**src/rtl/ctrl_fsm_if.sv**
```systemverilog
// Control/status bundle between the multi-cycle MIPS controller and its datapath.
// The controller side is the master; the datapath/next-PC side is the slave.
interface ctrl_fsm_if;
  logic [31:0] instr;
  logic        zero;
  logic        pc_write;
  logic        Branch;
  logic        Jump;
  logic [15:0] immediate_data;
  logic [25:0] jumpAdd;
  logic        RegDst;
  logic        ALUSrc;
  logic        MemtoReg;
  logic        RegWrite;
  logic        MemRead;
  logic        MemWrite;
  logic [1:0]  ALUOp;
  logic        illegal;
  logic [2:0]  state;
  logic [31:0] instr_count;

  modport master (
    input  instr, zero,
    output pc_write, Branch, Jump, immediate_data, jumpAdd,
           RegDst, ALUSrc, MemtoReg, RegWrite, MemRead, MemWrite,
           ALUOp, illegal, state, instr_count
  );

  modport slave (
    output instr, zero,
    input  pc_write, Branch, Jump, immediate_data, jumpAdd,
           RegDst, ALUSrc, MemtoReg, RegWrite, MemRead, MemWrite,
           ALUOp, illegal, state, instr_count
  );
endinterface

```
**src/rtl/ctrl_fsm.sv**
```systemverilog
// Multi-cycle L&S MIPS control unit: latches the instruction in FETCH, sequences
// DECODE/EXEC/MEM/WB as a Moore machine and counts retired instructions.
module ctrl_fsm (
  input logic       clk,
  input logic       reset,
  ctrl_fsm_if.master bus
);
  localparam logic [5:0] OP_RTYPE = 6'h00;
  localparam logic [5:0] OP_LW    = 6'h23;
  localparam logic [5:0] OP_SW    = 6'h2B;
  localparam logic [5:0] OP_BEQ   = 6'h04;
  localparam logic [5:0] OP_J     = 6'h02;
  localparam logic [5:0] OP_ADDI  = 6'h08;

  localparam logic [2:0] FETCH  = 3'd0;
  localparam logic [2:0] DECODE = 3'd1;
  localparam logic [2:0] EXEC   = 3'd2;
  localparam logic [2:0] MEM    = 3'd3;
  localparam logic [2:0] WB     = 3'd4;

  logic [2:0]  state_q;
  logic [2:0]  state_d;
  logic [31:0] ir;
  logic [31:0] count;
  logic [5:0]  opcode;
  logic        retire;

  assign opcode = ir[31:26];

  // Every output depends only on the current state and the latched IR.
  always_comb begin
    state_d      = FETCH;
    retire       = 1'b0;
    bus.pc_write = 1'b0;
    bus.Branch   = 1'b0;
    bus.Jump     = 1'b0;
    bus.RegDst   = 1'b0;
    bus.ALUSrc   = 1'b0;
    bus.MemtoReg = 1'b0;
    bus.RegWrite = 1'b0;
    bus.MemRead  = 1'b0;
    bus.MemWrite = 1'b0;
    bus.ALUOp    = 2'b00;
    bus.illegal  = 1'b0;
    case (state_q)
      FETCH: state_d = DECODE;
      DECODE: begin
        case (opcode)
          OP_J: begin
            bus.Jump     = 1'b1;
            bus.pc_write = 1'b1;
            retire       = 1'b1;
          end
          OP_BEQ, OP_RTYPE, OP_ADDI, OP_LW, OP_SW: state_d = EXEC;
          default: begin
            bus.illegal  = 1'b1;
            bus.pc_write = 1'b1;
          end
        endcase
      end
      EXEC: begin
        case (opcode)
          // zero is qualified by the next-PC unit, so the pulse is unconditional
          OP_BEQ: begin
            bus.ALUOp    = 2'b01;
            bus.Branch   = 1'b1;
            bus.pc_write = 1'b1;
            retire       = 1'b1;
          end
          OP_RTYPE: begin
            bus.ALUOp  = 2'b10;
            bus.RegDst = 1'b1;
            state_d    = WB;
          end
          OP_ADDI: begin
            bus.ALUSrc = 1'b1;
            state_d    = WB;
          end
          default: begin
            bus.ALUSrc = 1'b1;
            state_d    = MEM;
          end
        endcase
      end
      MEM: begin
        bus.ALUSrc = 1'b1;
        if (opcode == OP_SW) begin
          bus.MemWrite = 1'b1;
          bus.pc_write = 1'b1;
          retire       = 1'b1;
        end else begin
          bus.MemRead = 1'b1;
          state_d     = WB;
        end
      end
      WB: begin
        bus.RegWrite = 1'b1;
        bus.pc_write = 1'b1;
        retire       = 1'b1;
        bus.MemtoReg = (opcode == OP_LW);
        bus.ALUSrc   = (opcode == OP_ADDI);
        if (opcode == OP_RTYPE) begin
          bus.RegDst = 1'b1;
          bus.ALUOp  = 2'b10;
        end
      end
      default: state_d = FETCH;
    endcase
  end

  always_ff @(posedge clk) begin
    if (reset) begin
      state_q <= FETCH;
      ir      <= 32'd0;
      count   <= 32'd0;
    end else begin
      state_q <= state_d;
      if (state_q == FETCH)
        ir <= bus.instr;
      if (retire)
        count <= count + 32'd1;
    end
  end

  assign bus.state          = state_q;
  assign bus.immediate_data = ir[15:0];
  assign bus.jumpAdd        = ir[25:0];
  assign bus.instr_count    = count;
endmodule
```
**src/flat_wrapper.sv**
```systemverilog
// flat-port wrapper written by rule: the top's interface ports become plain ports
module ctrl_fsm_flat 
  (clk, reset, bus_instr, bus_zero, bus_pc_write, bus_Branch, bus_Jump, bus_immediate_data, bus_jumpAdd, bus_RegDst, bus_ALUSrc, bus_MemtoReg, bus_RegWrite, bus_MemRead, bus_MemWrite, bus_ALUOp, bus_illegal, bus_state, bus_instr_count);
  ctrl_fsm_if bus_i ();
  input logic clk;
  input logic reset;
  input wire logic [$bits(bus_i.instr)-1:0] bus_instr;
  input wire logic [$bits(bus_i.zero)-1:0] bus_zero;
  output wire logic [$bits(bus_i.pc_write)-1:0] bus_pc_write;
  output wire logic [$bits(bus_i.Branch)-1:0] bus_Branch;
  output wire logic [$bits(bus_i.Jump)-1:0] bus_Jump;
  output wire logic [$bits(bus_i.immediate_data)-1:0] bus_immediate_data;
  output wire logic [$bits(bus_i.jumpAdd)-1:0] bus_jumpAdd;
  output wire logic [$bits(bus_i.RegDst)-1:0] bus_RegDst;
  output wire logic [$bits(bus_i.ALUSrc)-1:0] bus_ALUSrc;
  output wire logic [$bits(bus_i.MemtoReg)-1:0] bus_MemtoReg;
  output wire logic [$bits(bus_i.RegWrite)-1:0] bus_RegWrite;
  output wire logic [$bits(bus_i.MemRead)-1:0] bus_MemRead;
  output wire logic [$bits(bus_i.MemWrite)-1:0] bus_MemWrite;
  output wire logic [$bits(bus_i.ALUOp)-1:0] bus_ALUOp;
  output wire logic [$bits(bus_i.illegal)-1:0] bus_illegal;
  output wire logic [$bits(bus_i.state)-1:0] bus_state;
  output wire logic [$bits(bus_i.instr_count)-1:0] bus_instr_count;
  assign bus_i.instr = bus_instr;
  assign bus_i.zero = bus_zero;
  assign bus_pc_write = bus_i.pc_write;
  assign bus_Branch = bus_i.Branch;
  assign bus_Jump = bus_i.Jump;
  assign bus_immediate_data = bus_i.immediate_data;
  assign bus_jumpAdd = bus_i.jumpAdd;
  assign bus_RegDst = bus_i.RegDst;
  assign bus_ALUSrc = bus_i.ALUSrc;
  assign bus_MemtoReg = bus_i.MemtoReg;
  assign bus_RegWrite = bus_i.RegWrite;
  assign bus_MemRead = bus_i.MemRead;
  assign bus_MemWrite = bus_i.MemWrite;
  assign bus_ALUOp = bus_i.ALUOp;
  assign bus_illegal = bus_i.illegal;
  assign bus_state = bus_i.state;
  assign bus_instr_count = bus_i.instr_count;
  ctrl_fsm u_core (.clk(clk), .reset(reset), .bus(bus_i));
endmodule
```
**config.mk**
```make
export PLATFORM = sky130hd
export DESIGN_NAME = ctrl_fsm_flat
export DESIGN_NICKNAME = d
export VERILOG_FILES = /design/src/rtl/ctrl_fsm_if.sv /design/src/rtl/ctrl_fsm.sv /design/src/flat_wrapper.sv
export SDC_FILE = /design/constraint.sdc
export NUM_CORES = 1
export LEC_CHECK = 0
export BUFFER_PORTS_ARGS = -buffer_cell sky130_fd_sc_hd__buf_2
export CORE_ASPECT_RATIO = 1.25
export CORE_UTILIZATION = 55
export CTS_CLUSTER_DIAMETER = 200
export DETAILED_ROUTE_END_ITERATION = 8
export PLACE_DENSITY = 0.94
export RECOVER_POWER = 100
export REMOVE_ABC_BUFFERS = 1
export SLEW_MARGIN = 0
export SYNTH_ARGS = -nofsm -noshare
export SYNTH_HDL_FRONTEND = slang
export SYNTH_SLANG_ARGS = --single-unit
```
**constraint.sdc**
```tcl
create_clock -name clk -period 6.7 [get_ports clk]
set_input_delay 0.67 -clock clk [delete_from_list [all_inputs] [get_ports clk]]
set_output_delay 0.67 -clock clk [all_outputs]
set_load 0.005 [all_outputs]
```
# Word-level counts from Yosys, hierarchy flattened
# Index checks and enable logic that the tools add are counted.
[totals]
ff_bits = 67
in_bits = 35
wordCells = 46
[classes]
add_sub_neg = 1
n_eq_ne = 9
muxes = 26
n_reduce_logical = 7
[ops]
columns = ["operator", "count"]
rows = [
  ["32-bit by 1-bit adder with 32-bit output, second input constant", 1],
  ["1-bit 2-to-1 mux", 16],
  ["6-bit == test, second input constant", 2],
  ["3-bit case mux with 4 select lines", 1],
  ["1-bit case mux with 4 select lines", 2],
  ["2-bit case mux with 2 select lines", 2],
  ["3-bit by 2-bit == test with 1-bit output, second input constant", 2],
  ["6-bit by 2-bit == test with 1-bit output, second input constant", 1],
  ["6-bit by 3-bit == test with 1-bit output, second input constant", 1],
  ["6-bit by 4-bit == test with 1-bit output, second input constant", 1],
  ["6-bit zero test", 1],
  ["3-bit case mux with 2 select lines", 1],
  ["2-bit OR reduction", 3],
  ["6-bit OR reduction", 1],
  ["5-bit OR reduction", 1],
  ["2-bit 2-to-1 mux", 2],
  ["3-bit by 1-bit == test with 1-bit output, second input constant", 1],
  ["3-bit == test, second input constant", 1],
  ["3-bit zero test", 1],
  ["3-bit 2-to-1 mux", 1],
  ["1-bit case mux with 3 select lines", 1],
]

# Depth between registers and ports, before layout
[logic_depth]
depth_word = 4
ltp_mapped = 9

# Least setup slack after synthesis
# OpenSTA, ideal clock, no wires.
[synth_timing]
path_kind = "register to output"
from = "register u_core.ir[26]"
to = "output port bus_pc_write"
arrival_ns = 1.714
t_required_ns = 6.030
slack_ns = 4.316
stages_incl_launch_ff = 6
path_buffers = 0
cell_sequence = "dfxtp_1 or4_4 or4b_4 a21oi_1 nor2_1 nand2_1"
[synth_via]
elab_chain_cells = 4
elab_cells_between_ends = 10
classes_between = "4 x eq/ne; 4 x mux; 2 x reduce/logical"
[synth_lines]
columns = ["item", "line", "source"]
rows = [
  ["from (decl)", "ctrl_fsm.sv:23", "logic [31:0] ir;"],
  ["from (signal assigned)", "ctrl_fsm.sv:119", "ir <= bus.instr;"],
  ["6-bit by 3-bit == test with 1-bit output, or another cell as far along", "ctrl_fsm.sv:48, ctrl_fsm.sv:62", ""],
  ["5-bit OR reduction", "ctrl_fsm.sv:48", "case (opcode)"],
  ["1-bit 2-to-1 mux", "ctrl_fsm.sv:48", ""],
  ["1-bit case mux with 4 select lines (*)", "ctrl_fsm.sv:45", "case (state_q)"],
  ["to (decl)", "flat_wrapper.sv:9", "output wire logic [$bits(bus_i.pc_write)-1:0] bus_pc_write;"],
]
# Every way passes the cells marked *; elsewhere a longest branch is shown, timed or not.

==> results.ini <==
[outcome]
status=finished, violations left
violations=capacitance limit, slew limit

[cells_and_area]
antenna_cells=0
layout_common_cells=75 x buf_2, 73 x nand2_1, 67 x dfxtp_1
syn_to_final_growth_pct=12.4
drive_gt1_frac=0.245
final_common_cell=buf_2
n_fill_cell=543
stdcell_count=612
fin_area_mm2=0.00412
nets=558

[timing]
drv_slew=98
timing.fmax_mhz=256
tns_ps=0
min_period_ps=3900
grt_setup_unrepaired=false
period_share=0.583
slew_headroom=-1.57
hold_viol=0
setup_violations=0
skew_ps=10.2
worstMarginPinSlew_ps=3850

[clock_tree]
cts_buffer_depth=2
cts_resized=0
cts_made_buffers=9
cts_hold_buf=0
clk_latency_ps=340
cts_sinks=67
cts_setup_buffers=0
path_clk_slew_ps=70
cts_tree=done
clockRootBuffer=clkbuf_8
htreeDepth=3

[hold_path]
hold_depth=2
hp-start=u_core.ir[16]
worstHoldEndpoint=u_core.ir[16]
hold_class=flop to flop

[die]
die_x_um=75
dieArea_mm2=0.00699
core_area_mm2=0.00629
io_pins=124
dieHeight_um=93.3
start_util=0.583
rows=32

[routing]
drtAntennaViolNets=0
dr.first_iter.drc_count=280
drc=0
routedWlPerCell_um=14.0
viasPerCell=5.56
routed_wirelength_um=8580
dr.pass1.iters=5
vias=3404

[worst_setup_path]
r2r-end=u_core.bus.instr_count[28]
worstSetupPathType=primary input to flop
cp_max_fo=97
start_kind=primary input
required_ps=6930
endpoint_kind=flop
r2r-start=u_core.bus.state[0]
rr_worst_depth=5
startpoint=reset
r2r_setup_slack_ps=3440
worst_ep_arrival_time_ps=4140

[global_routing]
grt-ovfl-total=0
grt_pass1_wl_um=13700
use_met1=0.289
met2_usage=0.429
grt_max_degree=98
grt_use_met3=0.0765
grt_pass1_vias=3076
busiest_layer=met2
grt_usage=0.254
grt_antenna_before_repair=0

[synthesis]
ys.warnings.count=0
synth_compound_area_frac=0.138
syn_inst=461
synthArstFlopShare=0
synth_xor_area_frac=0
ys_seq_area_frac=0.366
ys.flop_type=dfxtp_1
synth_simple_gate_area_share=0.275
avgSynthCellArea_um2=7.95
synthesis.area_mm2=0.00366
synth_edf_count=0
synthAdderAreaFrac=0.00342
muxShareOfSynthArea=0.0922
ys_ff_latch=67
synth.distinct_cells=39
synth_top_family_by_area=simple AND/OR/NAND/NOR gates

[flow_run]
maxCapViolations=1

[pwr]
power_per_cell_area_mw_per_mm2=237
netSwitchingFraction=0.273
p_leak_nw=1.71
p_int_w=0.000709
p_sw_w=0.000266
power_frac_clock=0.394
pwr-share-comb=0.148
peakVddDrop_mv=0.228
sequentialPowerShare=0.458

[placement]
dpl_cell_area_mm2=0.00396
dp.cells=596
numPortBuffers=122
gp_congestion=0.844
hpwl_um=5930

## worst max-delay path: stages
cell,delay [ps]
buf_2,70
clkbuf_1,2680
nor2b_1,210
mux2_2,440
## power groups by stage
| stage | registers [W] | logic, W | clock network, W |
|---|---|---|---|
| global route | 0.000450 | 0.000162 | 0.000409 |
| floorplan | 0.000454 | 0.0000726 | 0 |
| finish | 0.000446 | 0.000145 | 0.000384 |
| global placement | 0.000452 | 0.000142 | 0 |
| CTS | 0.000445 | 0.000149 | 0.000387 |
| detailed placement | 0.000454 | 0.000148 | 0 |
## final cells by class
class,count,area (um2),area share
Multi-Input combinational cell,317,1860,0.452
Sequential cell,67,1340,0.326
Timing Repair Buffer,125,573,0.139
Clock buffer,12,155,0.0377
Tap cell,85,106,0.0258
Clock inverter,4,72.6,0.0176
Inverter,2,7.51,0.00182
## cells by family after synthesis
logic type,Yosys count
AND/OR/NAND/NOR,206
adder cells (fa/ha/maj),1
buffers and inverters,77
flip-flops,67
multiplexers,30
AO/OA/AOI/OAI,80
## Yosys cell counts (2+ instances only)
master,n,area share
dfxtp_1,67,0.37
o21ai_0,4,0.0055
a211oi_2,6,0.020
nor2b_1,31,0.053
clkbuf_1,29,0.030
buf_4,43,0.088
nand4b_1,2,0.0048
nand3_1,17,0.023
inv_1,2,0.0020
nor3_1,7,0.0096
mux2_1,7,0.022
and3_1,6,0.010
or2_2,2,0.0034
buf_2,2,0.0027
a2111oi_0,3,0.0072
nor2_1,41,0.042
nor4_1,2,0.0034
nand2b_1,2,0.0034
nand4_1,14,0.024
nand2_1,73,0.075
and4_1,4,0.0096
mux2_2,23,0.071
a21oi_1,58,0.079
## metal layers
metal	routed length (um)	up-vias
met1	3400	1578
met5	0	-
met3	656	17
met4	186	0
met2	4340	150
li1	-	1659
## worst max-delay path by stage
stage,end,slack [ps],depth (start not counted)
final,u_core.bus.instr_count[15],2800,4
after global routing,u_core.bus.instr_count[15],2480,4
after CTS,u_core.bus.instr_count[31],3460,5
after detailed placement,u_core.bus.instr_count[31],3480,5
after global placement,u_core.bus.instr_count[29],3510,5
after floorplan,u_core.bus.instr_count[26],4040,5
## registers in the layout, indices dropped and copies added (netlist names)
| name | flops |
|---|---|
| u_core.ir | 32 |
| u_core.bus.instr_count | 32 |
| u_core.bus.state | 3 |
## through the flow
step                      utilization  hold slack (ps)  power (W)  worst slack (ps)
final                           0.655              458   0.000975              2800
after global routing            0.655              481    0.00102              2480
after CTS                       0.666              461   0.000981              3460
after detailed placement        0.630              445   0.000601              3480
after global placement          0.630              440   0.000593              3510
after floorplan                     -              447   0.000527              4040
(Power assumes the default switching activity.)
